`src/rtl/mult_pkg.sv`:
```
// Shared types and constants for the multiply sequencer and its Booth step unit.
package mult_pkg;

  localparam int STEPS   = 16;
  localparam int CNT_W   = 5;
  localparam int OVF_LSB = 31;

  localparam logic [CNT_W-1:0] STEPS_C = CNT_W'(STEPS);

  typedef enum logic [1:0] {
    IDLE = 2'd0,
    BUSY = 2'd1,
    DONE = 2'd2
  } state_t;

  // The result fits a signed 32-bit value only when product[63:31] is a pure sign extension.
  function automatic logic ovf_check(input logic [63:0] product);
    logic [63-OVF_LSB:0] w_top;
    w_top = product[63:OVF_LSB];
    return !((w_top == '0) || (&w_top));
  endfunction

endpackage

```
`src/rtl/booth.sv`:
```
// Radix-4 Booth step unit: one iteration per enabled edge; i_load seeds the
// accumulator from i_a/i_b and performs the first iteration on the same edge.
module booth (
  input  logic        clk,
  input  logic        rst,
  input  logic        i_load,
  input  logic        i_step,
  input  logic [31:0] i_a,
  input  logic [31:0] i_b,
  output logic [63:0] o_product
);

  logic [33:0] r_m;
  logic [33:0] r_hi;
  logic [31:0] r_lo;
  logic        r_q1;

  logic [33:0] w_m;
  logic [33:0] w_hi_in;
  logic [31:0] w_lo_in;
  logic        w_q1_in;
  logic [33:0] w_pp;
  logic [33:0] w_sum;

  always_comb begin
    w_m     = i_load ? {{2{i_a[31]}}, i_a} : r_m;
    w_hi_in = i_load ? 34'd0 : r_hi;
    w_lo_in = i_load ? i_b : r_lo;
    w_q1_in = i_load ? 1'b0 : r_q1;
  end

  // Two extra accumulator bits keep +/-2M and the running sum in range.
  always_comb begin
    w_pp = 34'd0;
    case ({w_lo_in[1:0], w_q1_in})
      3'b001, 3'b010: w_pp = w_m;
      3'b011:         w_pp = w_m << 1;
      3'b100:         w_pp = -(w_m << 1);
      3'b101, 3'b110: w_pp = -w_m;
      default:        w_pp = 34'd0;
    endcase
    w_sum = w_hi_in + w_pp;
  end

  always_ff @(posedge clk or posedge rst) begin
    if (rst) begin
      r_m  <= 34'd0;
      r_hi <= 34'd0;
      r_lo <= 32'd0;
      r_q1 <= 1'b0;
    end else if (i_load || i_step) begin
      r_m  <= w_m;
      r_hi <= {{2{w_sum[33]}}, w_sum[33:2]};
      r_lo <= {w_sum[1:0], w_lo_in[31:2]};
      r_q1 <= w_lo_in[1];
    end
  end

  assign o_product = {r_hi[31:0], r_lo};

endmodule

```
`src/rtl/mult_ctrl.sv`:
```
// Multiply sequencer: latches operands on ctrl_MULT, runs 16 Booth iterations,
// then registers the truncated product, signed overflow and a one-cycle RDY pulse.
module mult_ctrl
  import mult_pkg::*;
(
  input  logic        clock,
  input  logic        reset,
  input  logic        ctrl_MULT,
  input  logic [31:0] data_operandA,
  input  logic [31:0] data_operandB,
  output logic [31:0] data_result,
  output logic        data_exception,
  output logic        data_resultRDY,
  output logic [1:0]  o_dbg_state
);

  // Handshake: ctrl_MULT is a one-cycle request sampled on the rising edge in any
  // state; data_resultRDY is a one-cycle completion pulse with no back-pressure.

  state_t           r_state;
  state_t           w_next;
  logic [CNT_W-1:0] r_cnt;
  logic [31:0]      r_a;
  logic [31:0]      r_b;
  logic [31:0]      r_result;
  logic             r_exc;
  logic             r_rdy;

  logic             w_load;
  logic             w_step;
  logic             w_capture;
  logic [31:0]      w_a;
  logic [31:0]      w_b;
  logic [63:0]      w_product;

  always_ff @(posedge clock or posedge reset) begin
    if (reset) r_state <= IDLE;
    else       r_state <= w_next;
  end

  // A request in any state restarts; the in-flight product is simply dropped.
  always_comb begin
    w_next = r_state;
    case (r_state)
      IDLE:    w_next = ctrl_MULT ? BUSY : IDLE;
      BUSY:    w_next = ctrl_MULT ? BUSY : ((r_cnt == STEPS_C) ? DONE : BUSY);
      DONE:    w_next = ctrl_MULT ? BUSY : IDLE;
      default: w_next = IDLE;
    endcase
  end

  always_comb begin
    w_load    = ctrl_MULT;
    w_step    = 1'b0;
    w_capture = 1'b0;
    if (r_state == BUSY && !ctrl_MULT) begin
      w_step    = (r_cnt != STEPS_C);
      w_capture = (r_cnt == STEPS_C);
    end
  end

  always_ff @(posedge clock or posedge reset) begin
    if (reset) begin
      r_cnt <= '0;
      r_a   <= 32'd0;
      r_b   <= 32'd0;
    end else if (w_load) begin
      r_cnt <= CNT_W'(1);
      r_a   <= data_operandA;
      r_b   <= data_operandB;
    end else if (w_step) begin
      r_cnt <= r_cnt + CNT_W'(1);
    end
  end

  // The step unit needs the operands on the load edge itself, before r_a/r_b update.
  assign w_a = w_load ? data_operandA : r_a;
  assign w_b = w_load ? data_operandB : r_b;

  booth u_booth (
    .clk       (clock),
    .rst       (reset),
    .i_load    (w_load),
    .i_step    (w_step),
    .i_a       (w_a),
    .i_b       (w_b),
    .o_product (w_product)
  );

  always_ff @(posedge clock or posedge reset) begin
    if (reset) begin
      r_result <= 32'd0;
      r_exc    <= 1'b0;
      r_rdy    <= 1'b0;
    end else begin
      r_rdy <= w_capture;
      if (w_capture) begin
        r_result <= w_product[31:0];
        r_exc    <= ovf_check(w_product);
      end
    end
  end

  assign data_result    = r_result;
  assign data_exception = r_exc;
  assign data_resultRDY = r_rdy;
  assign o_dbg_state    = r_state;

endmodule

```
`config.mk`:
```
export PLATFORM = sky130hd
export DESIGN_NAME = mult_ctrl
export DESIGN_NICKNAME = d
export VERILOG_FILES = /design/src/rtl/mult_pkg.sv /design/src/rtl/booth.sv /design/src/rtl/mult_ctrl.sv
export SDC_FILE = /design/constraint.sdc
export NUM_CORES = 1
export LEC_CHECK = 0
export CORE_MARGIN = 3
export CORE_UTILIZATION = 40
export CTS_CLUSTER_DIAMETER = 30
export CTS_CLUSTER_SIZE = 24
export DETAILED_ROUTE_END_ITERATION = 16
export GPL_TIMING_DRIVEN = 0
export PLACE_DENSITY = 0.63
export SLEW_MARGIN = 15
export SYNTH_ARGS = -nofsm -noshare
export SYNTH_HDL_FRONTEND = slang
export SYNTH_SLANG_ARGS = --single-unit
```
`constraint.sdc`:
```
create_clock -name clock -period 7.7 [get_ports clock]
set_clock_uncertainty 0.2 [all_clocks]
set_input_delay 0.77 -clock clock [delete_from_list [all_inputs] [get_ports clock]]
set_output_delay 0.77 -clock clock [all_outputs]
set_load 0.02 [all_outputs]
```
### Yosys cells after proc, flatten, opt, wreduce, memory -nomap -nowiden

Cells that the tools add are included.

* word-level logic and storage cells: 48
* output and inout port bits: 36
* register bits: 140
* input port bits: 67

* reductions and logical operators: 12
* multiplexer cells: 13
* add/sub/neg operators: 4
* equal/unequal tests: 10

Operators with widths (number)
* case mux 34 bit (4 select lines): 1
* 2-to-1 mux 34 bit: 2
* negation 34 bit: 2
* adder 34 bit: 1
* zero test 33 bit: 1
* AND reduction 33 bit: 1
* 2-to-1 mux 32 bit: 1
* 2-to-1 mux 5 bit: 2
* equality test 3 bit (second input constant): 3
* equality test 3 x 2 -> 1 bit (second input constant): 2
* OR reduction 2 bit: 3
* adder 5 x 1 -> 5 bit (second input constant): 1
* equality test 5 bit (second input constant): 1
* != test 5 bit (second input constant): 1
* 2-to-1 mux 1 bit: 4
* 2-to-1 mux 2 bit: 2
* case mux 2 bit (2 select lines): 1
* equality test 3 x 1 -> 1 bit (second input constant): 1
* equality test 2 x 1 -> 1 bit (second input constant): 1
* equality test 2 bit (second input constant): 1
* zero test 1 bit: 2
* zero test 2 bit: 1
* logical OR 1 bit: 2
* nonzero test 2 bit: 1
* logical AND 1 bit: 1

### Longest topological paths before layout

* depth in word-level cells: 5
* gate-level depth with buffers: 27
* gate-level depth less buffers: 20

### By module

A second synthesis with hierarchy kept.

* cells, all modules: 1257
* area, all modules: 11851.4 µm²

Modules (own cells, without submodules)
* booth: seq. area each 2477.4 µm², cells each 921, times used 1, area each 7674.9 µm²
* mult_ctrl: seq. area each 2627.5 µm², cells each 336, times used 1, area each 4176.5 µm²

### Worst setup path before layout

OpenSTA, ideal clock, no wires.

* path kind: input-to-reg
* from: input port ctrl_MULT
* to: register u_booth.r_hi[31] (netlist name)
* slack: 1585 ps
* data arrival time: 5795 ps
* data required time: 7380 ps
* path buffers: 7
* cell stages on the path: 25
* path through: buf_6 -> buf_2 -> buf_2 -> buf_1 -> buf_2 -> buf_2 -> mux2i_1 -> ha_1 -> o211ai_2 -> nor3_2 -> and2_1 -> nand2_2 -> nand2_1 -> xnor2_1 -> a221o_1 -> ha_1 -> clkbuf_1 -> and3_1 -> nand2_1 -> o311a_1 -> nand4b_1 -> a31oi_1 -> xor2_1 -> nand3_1 -> o211a_1

* word-level cells in the longest chain between the ends: 5

RTL lines
* start: declaration: RTL line mult_ctrl.sv:8 `input logic ctrl_MULT,`
* parallel branches: the longest is 5 deep, another holds negation 34 bit

Several ways; the timed one is not identified.
A chain may end at the register's enable or synchronous reset.

### Worst setup path after layout

* from: input port ctrl_MULT
* to: register u_booth.r_hi[31] (netlist name)

* word-level cells in the longest chain between the ends: 5

RTL lines
* parallel branches: the longest is 5 deep, another holds negation 34 bit

Several ways; the timed one is not identified.

==> impl_metrics.sql <==
INSERT INTO impl_metrics (metric_group, metric, value, unit) VALUES
('critical_path', 'ff2ff_setup_slack', '2.06', 'ns'),
('cells_and_area', 'filler_cell_count', '2119', ''),
('timing', 'report.final.setup_viol', '0', ''),
('detailed_routing', 'uppermost_metal_layer_occupied_by_signal_nets', 'met4', ''),
('global_routing', 'remaining_overflow_grt', '0', ''),
('placed_design', 'placed_cells', '1464', ''),
('detailed_routing', 'vias_per_cell', '5.60', ''),
('placed_design', 'placedInstanceArea', '10700', 'um2'),
('cells_and_area', 'final_layout_size_suffix_gt1_share', '7.19', '%'),
('critical_path', 'critical_path.n_buffers_inverters', '5', ''),
('timing', 'part_of_the_cycle_the_worst_path_needs', '89.8', '%'),
('timing', 'fin_hold_ws', '0.271', 'ns'),
('cells_and_area', 'fin_cells', '1495', ''),
('power', 'cellPowerDensity', '250', 'nW/um2'),
('detailed_routing', 'first_pass_iters', '5', ''),
('cts', 'cts.reportedPaths.clkPinSlew', '0.06', 'ns'),
('yosys', 'synthArstFlopShare', '100', '%'),
('detailed_routing', 'totalWireLength', '27300', 'um'),
('global_routing', 'grt_pass1_vias', '8189', ''),
('timing', 'final_period_minus_worst_setup_slack', '6.91', 'ns'),
('cts', 'cts_sinks', '140', ''),
('detailed_routing', 'wl_met2', '12100', 'um'),
('yosys', 'synth.net_count', '1181', ''),
('cells_and_area', 'finalCoreUtilization', '49.7', '%'),
('critical_path', 'crit_top_cell', 'sky130_fd_sc_hd__buf_2', ''),
('timing', 'report.final.slew_viol_count', '0', ''),
('yosys', 'yosysWarningCount', '0', ''),
('floorplanning', 'die_w', '158', 'um'),
('power', 'cellLeakagePower', '5.11', 'nW'),
('detailed_routing', 'drt_first_iter_violations', '706', ''),
('critical_path', 'worstPathRequired', '7.81', 'ns'),
('critical_path', 'critical_path.slowest_cell', 'sky130_fd_sc_hd__ha_1', ''),
('critical_path', 'timing.setup.critical_path_class', 'primary input to register', ''),
('cells_and_area', 'design.final.nets', '1301', ''),
('job', 'max-cap-violations', '0', ''),
('floorplanning', 'row_count', '55', ''),
('floorplanning', 'die-area', '25100', 'um2'),
('global_routing', 'antenna_found_initial', '0', ''),
('detailed_routing', 'drt-met1-wl', '12900', 'um'),
('yosys', 'post_synth_instance_area', '9290', 'um2'),
('placed_design', 'routabilityCongestion', '0.908', ''),
('global_routing', 'first_pass_grt_wire_length', '44000', 'um'),
('floorplanning', 'core_area', '22700', 'um2'),
('min_path', 'min-delay-path-class', 'register to register', ''),
('yosys', 'yosysUniqueCellTypes', '80', ''),
('placed_design', 'place.port_buffers', '101', ''),
('outcome', 'run_status', 'completed', ''),
('detailed_routing', 'drt.antenna.violating_nets', '0', ''),
('timing', 'finalHoldViolations', '0', ''),
('critical_path', 'worst-path-max-fanout', '19', ''),
('yosys', 'synth_enable_flop_cells', '0', ''),
('yosys', 'synthesis.area_per_instance', '8.62', 'um2'),
('cts', 'cts.root.buffer_cell', 'sky130_fd_sc_hd__clkbuf_16', ''),
('cts', 'cts_max_level', '4', ''),
('yosys', 'post_synth_inst_count', '1077', ''),
('yosys', 'ys_ff_latch', '140', ''),
('detailed_routing', 'dr_total_vias', '8367', ''),
('placed_design', 'placement_stage_worst_setup_slack', '-0.119', 'ns'),
('cts', 'clk-insertion-delay-late', '0.43', 'ns'),
('timing', 'max_freq', '145', 'MHz'),
('critical_path', 'worstPathArrival', '7.02', 'ns'),
('cts', 'clock_buffer_depth', '2', ''),
('critical_path', 'setup.worst_path.end_class', 'register', ''),
('critical_path', 'startpoint_type', 'primary input', ''),
('yosys', 'synth_flop_cell', 'sky130_fd_sc_hd__dfrtp_1', ''),
('floorplanning', 'num_io_pins', '103', ''),
('cells_and_area', 'synthToLayoutAreaGrowth', '21.5', '%'),
('placed_design', 'place_hpwl', '20100', 'um'),
('detailed_routing', 'post-route-drc-count', '0', ''),
('cells_and_area', 'layout.cell_area.non_filler', '11300', 'um2'),
('yosys', 'synth_sequential_area_ratio', '37.7', '%');
[sequential cells by signal (all words and copies together), names as in the netlist]
register and flops:
o_dbg_state 2, data_result 32, u_booth.r_m 34, u_booth.r_lo 32
u_booth.r_hi 32, u_booth.r_q1 1, data_exception 1, r_cnt 5
data_resultRDY 1
[per-layer routing]
layer  track usage [%]  vias up
li1                  -     4053
met1              31.9     4003
met2              34.2      263
met3              2.80       48
met4              9.67        0
met5                 0        -
[synthesized netlist by cell type, types with 10 or more instances]
cell type,count,share of area (%)
sky130_fd_sc_hd__a21oi_1,58,3.1
sky130_fd_sc_hd__nor4_1,13,0.88
sky130_fd_sc_hd__nor3_1,19,1.0
sky130_fd_sc_hd__xor2_1,32,3.0
sky130_fd_sc_hd__clkbuf_1,33,1.3
sky130_fd_sc_hd__a21o_1,13,1.1
sky130_fd_sc_hd__nand4_1,14,0.94
sky130_fd_sc_hd__mux2i_1,48,5.2
sky130_fd_sc_hd__or3_1,12,0.81
sky130_fd_sc_hd__ha_1,36,4.8
sky130_fd_sc_hd__mux2_2,10,1.2
sky130_fd_sc_hd__o21ai_0,78,4.2
sky130_fd_sc_hd__xnor2_1,32,3.0
sky130_fd_sc_hd__nand3_1,19,1.0
sky130_fd_sc_hd__nor2_1,79,3.2
sky130_fd_sc_hd__a31oi_1,11,0.74
sky130_fd_sc_hd__inv_1,36,1.5
sky130_fd_sc_hd__buf_1,10,0.40
sky130_fd_sc_hd__dfrtp_1,140,38
sky130_fd_sc_hd__nand2_1,195,7.9
sky130_fd_sc_hd__o221ai_1,18,1.7
sky130_fd_sc_hd__nor2b_1,36,2.4
[power by group]
| part | switching (mW) | internal (mW) |
|---|---|---|
| clock | 0.387 | 0.465 |
| combinational | 0.545 | 0.428 |
| sequential | 0.129 | 0.872 |
| total | 1.06 | 1.77 |
[cell type report]
class / instances / area, um2 / share of cell area (%)
Multi-Input combinational cell: 845 / 5410 / 47.9
Tap cell: 285 / 357 / 3.16
Timing Repair Buffer: 102 / 1040 / 9.20
Buffer: 53 / 234 / 2.07
Inverter: 38 / 150 / 1.33
Sequential cell: 140 / 3500 / 31.0
Clock buffer: 17 / 425 / 3.77
Clock inverter: 15 / 170 / 1.51
[logic make-up (layout without fill, tap and decap cells)]
kind of cell / after synthesis / count (layout) / synth area share [%]
compound gates: 238 / 238 / 16.4
mux: 64 / 64 / 7.57
buf+inv: 92 / 225 / 4.10
simple gates: 442 / 442 / 23.1
xor+xnor: 64 / 64 / 6.04
flops: 140 / 140 / 37.7
fa+ha+maj: 37 / 37 / 5.07
[worst reg2reg max path, cell delays in order, from the launching register on]
cell                       delay, ns
sky130_fd_sc_hd__dfrtp_1        0.46
sky130_fd_sc_hd__mux2i_1        0.82
sky130_fd_sc_hd__nor2_1         0.18
sky130_fd_sc_hd__clkbuf_1       0.34
sky130_fd_sc_hd__buf_2          0.33
sky130_fd_sc_hd__nand2_1        0.10
sky130_fd_sc_hd__o221ai_1       0.14
sky130_fd_sc_hd__ha_1           0.39
sky130_fd_sc_hd__nor2b_1        0.16
sky130_fd_sc_hd__o31ai_1        0.38
sky130_fd_sc_hd__a31oi_1        0.29
sky130_fd_sc_hd__a41o_1         0.33
sky130_fd_sc_hd__a41o_1         0.27
sky130_fd_sc_hd__o22ai_1        0.38
sky130_fd_sc_hd__nor2_1         0.15
sky130_fd_sc_hd__a211oi_1       0.29
sky130_fd_sc_hd__xor2_1         0.22
sky130_fd_sc_hd__o21ai_1        0.08
[path summary, 6_finish.rpt]
| check | startpoint | to | depth (start not counted) |
|---|---|---|---|
| setup / recovery | ctrl_MULT | u_booth.r_hi[31] | 25 |
| hold / removal | o_dbg_state[1] | o_dbg_state[0] | 1 |
| setup reg to reg | u_booth.r_lo[1] | u_booth.r_hi[26] | 17 |
| hold reg to reg | o_dbg_state[1] | o_dbg_state[0] | 1 |
| max in group asynchronous | reset | u_booth.r_m[13] | 3 |
| min in group asynchronous | reset | data_result[3] | 2 |
[cell usage in the layout, fill, tap and decap left out, drive strengths merged, types with 13 or more instances in the layout]
| master | instances |
|---|---|
| buf | 21 |
| nand4 | 14 |
| o221ai | 19 |
| a21o | 13 |
| nor2b | 36 |
| mux2i | 53 |
| ha | 36 |
| nor4 | 15 |
| clkbuf | 50 |
| nor2 | 79 |
| xor2 | 32 |
| nand2 | 196 |
| dfrtp | 140 |
| inv | 49 |
| xnor2 | 32 |
| or3 | 14 |
| nor3 | 20 |
| o21ai | 81 |
| clkdlybuf4s50 | 101 |
| nand3 | 19 |
| a21oi | 58 |
[what timing repair did]
action	CTS	global route
endpoints found under the setup margin	0	8
setup buffers	0	0
resized for setup	0	1
hold buffers	0	0
Note: power is estimated with default switching activity, not from simulation.
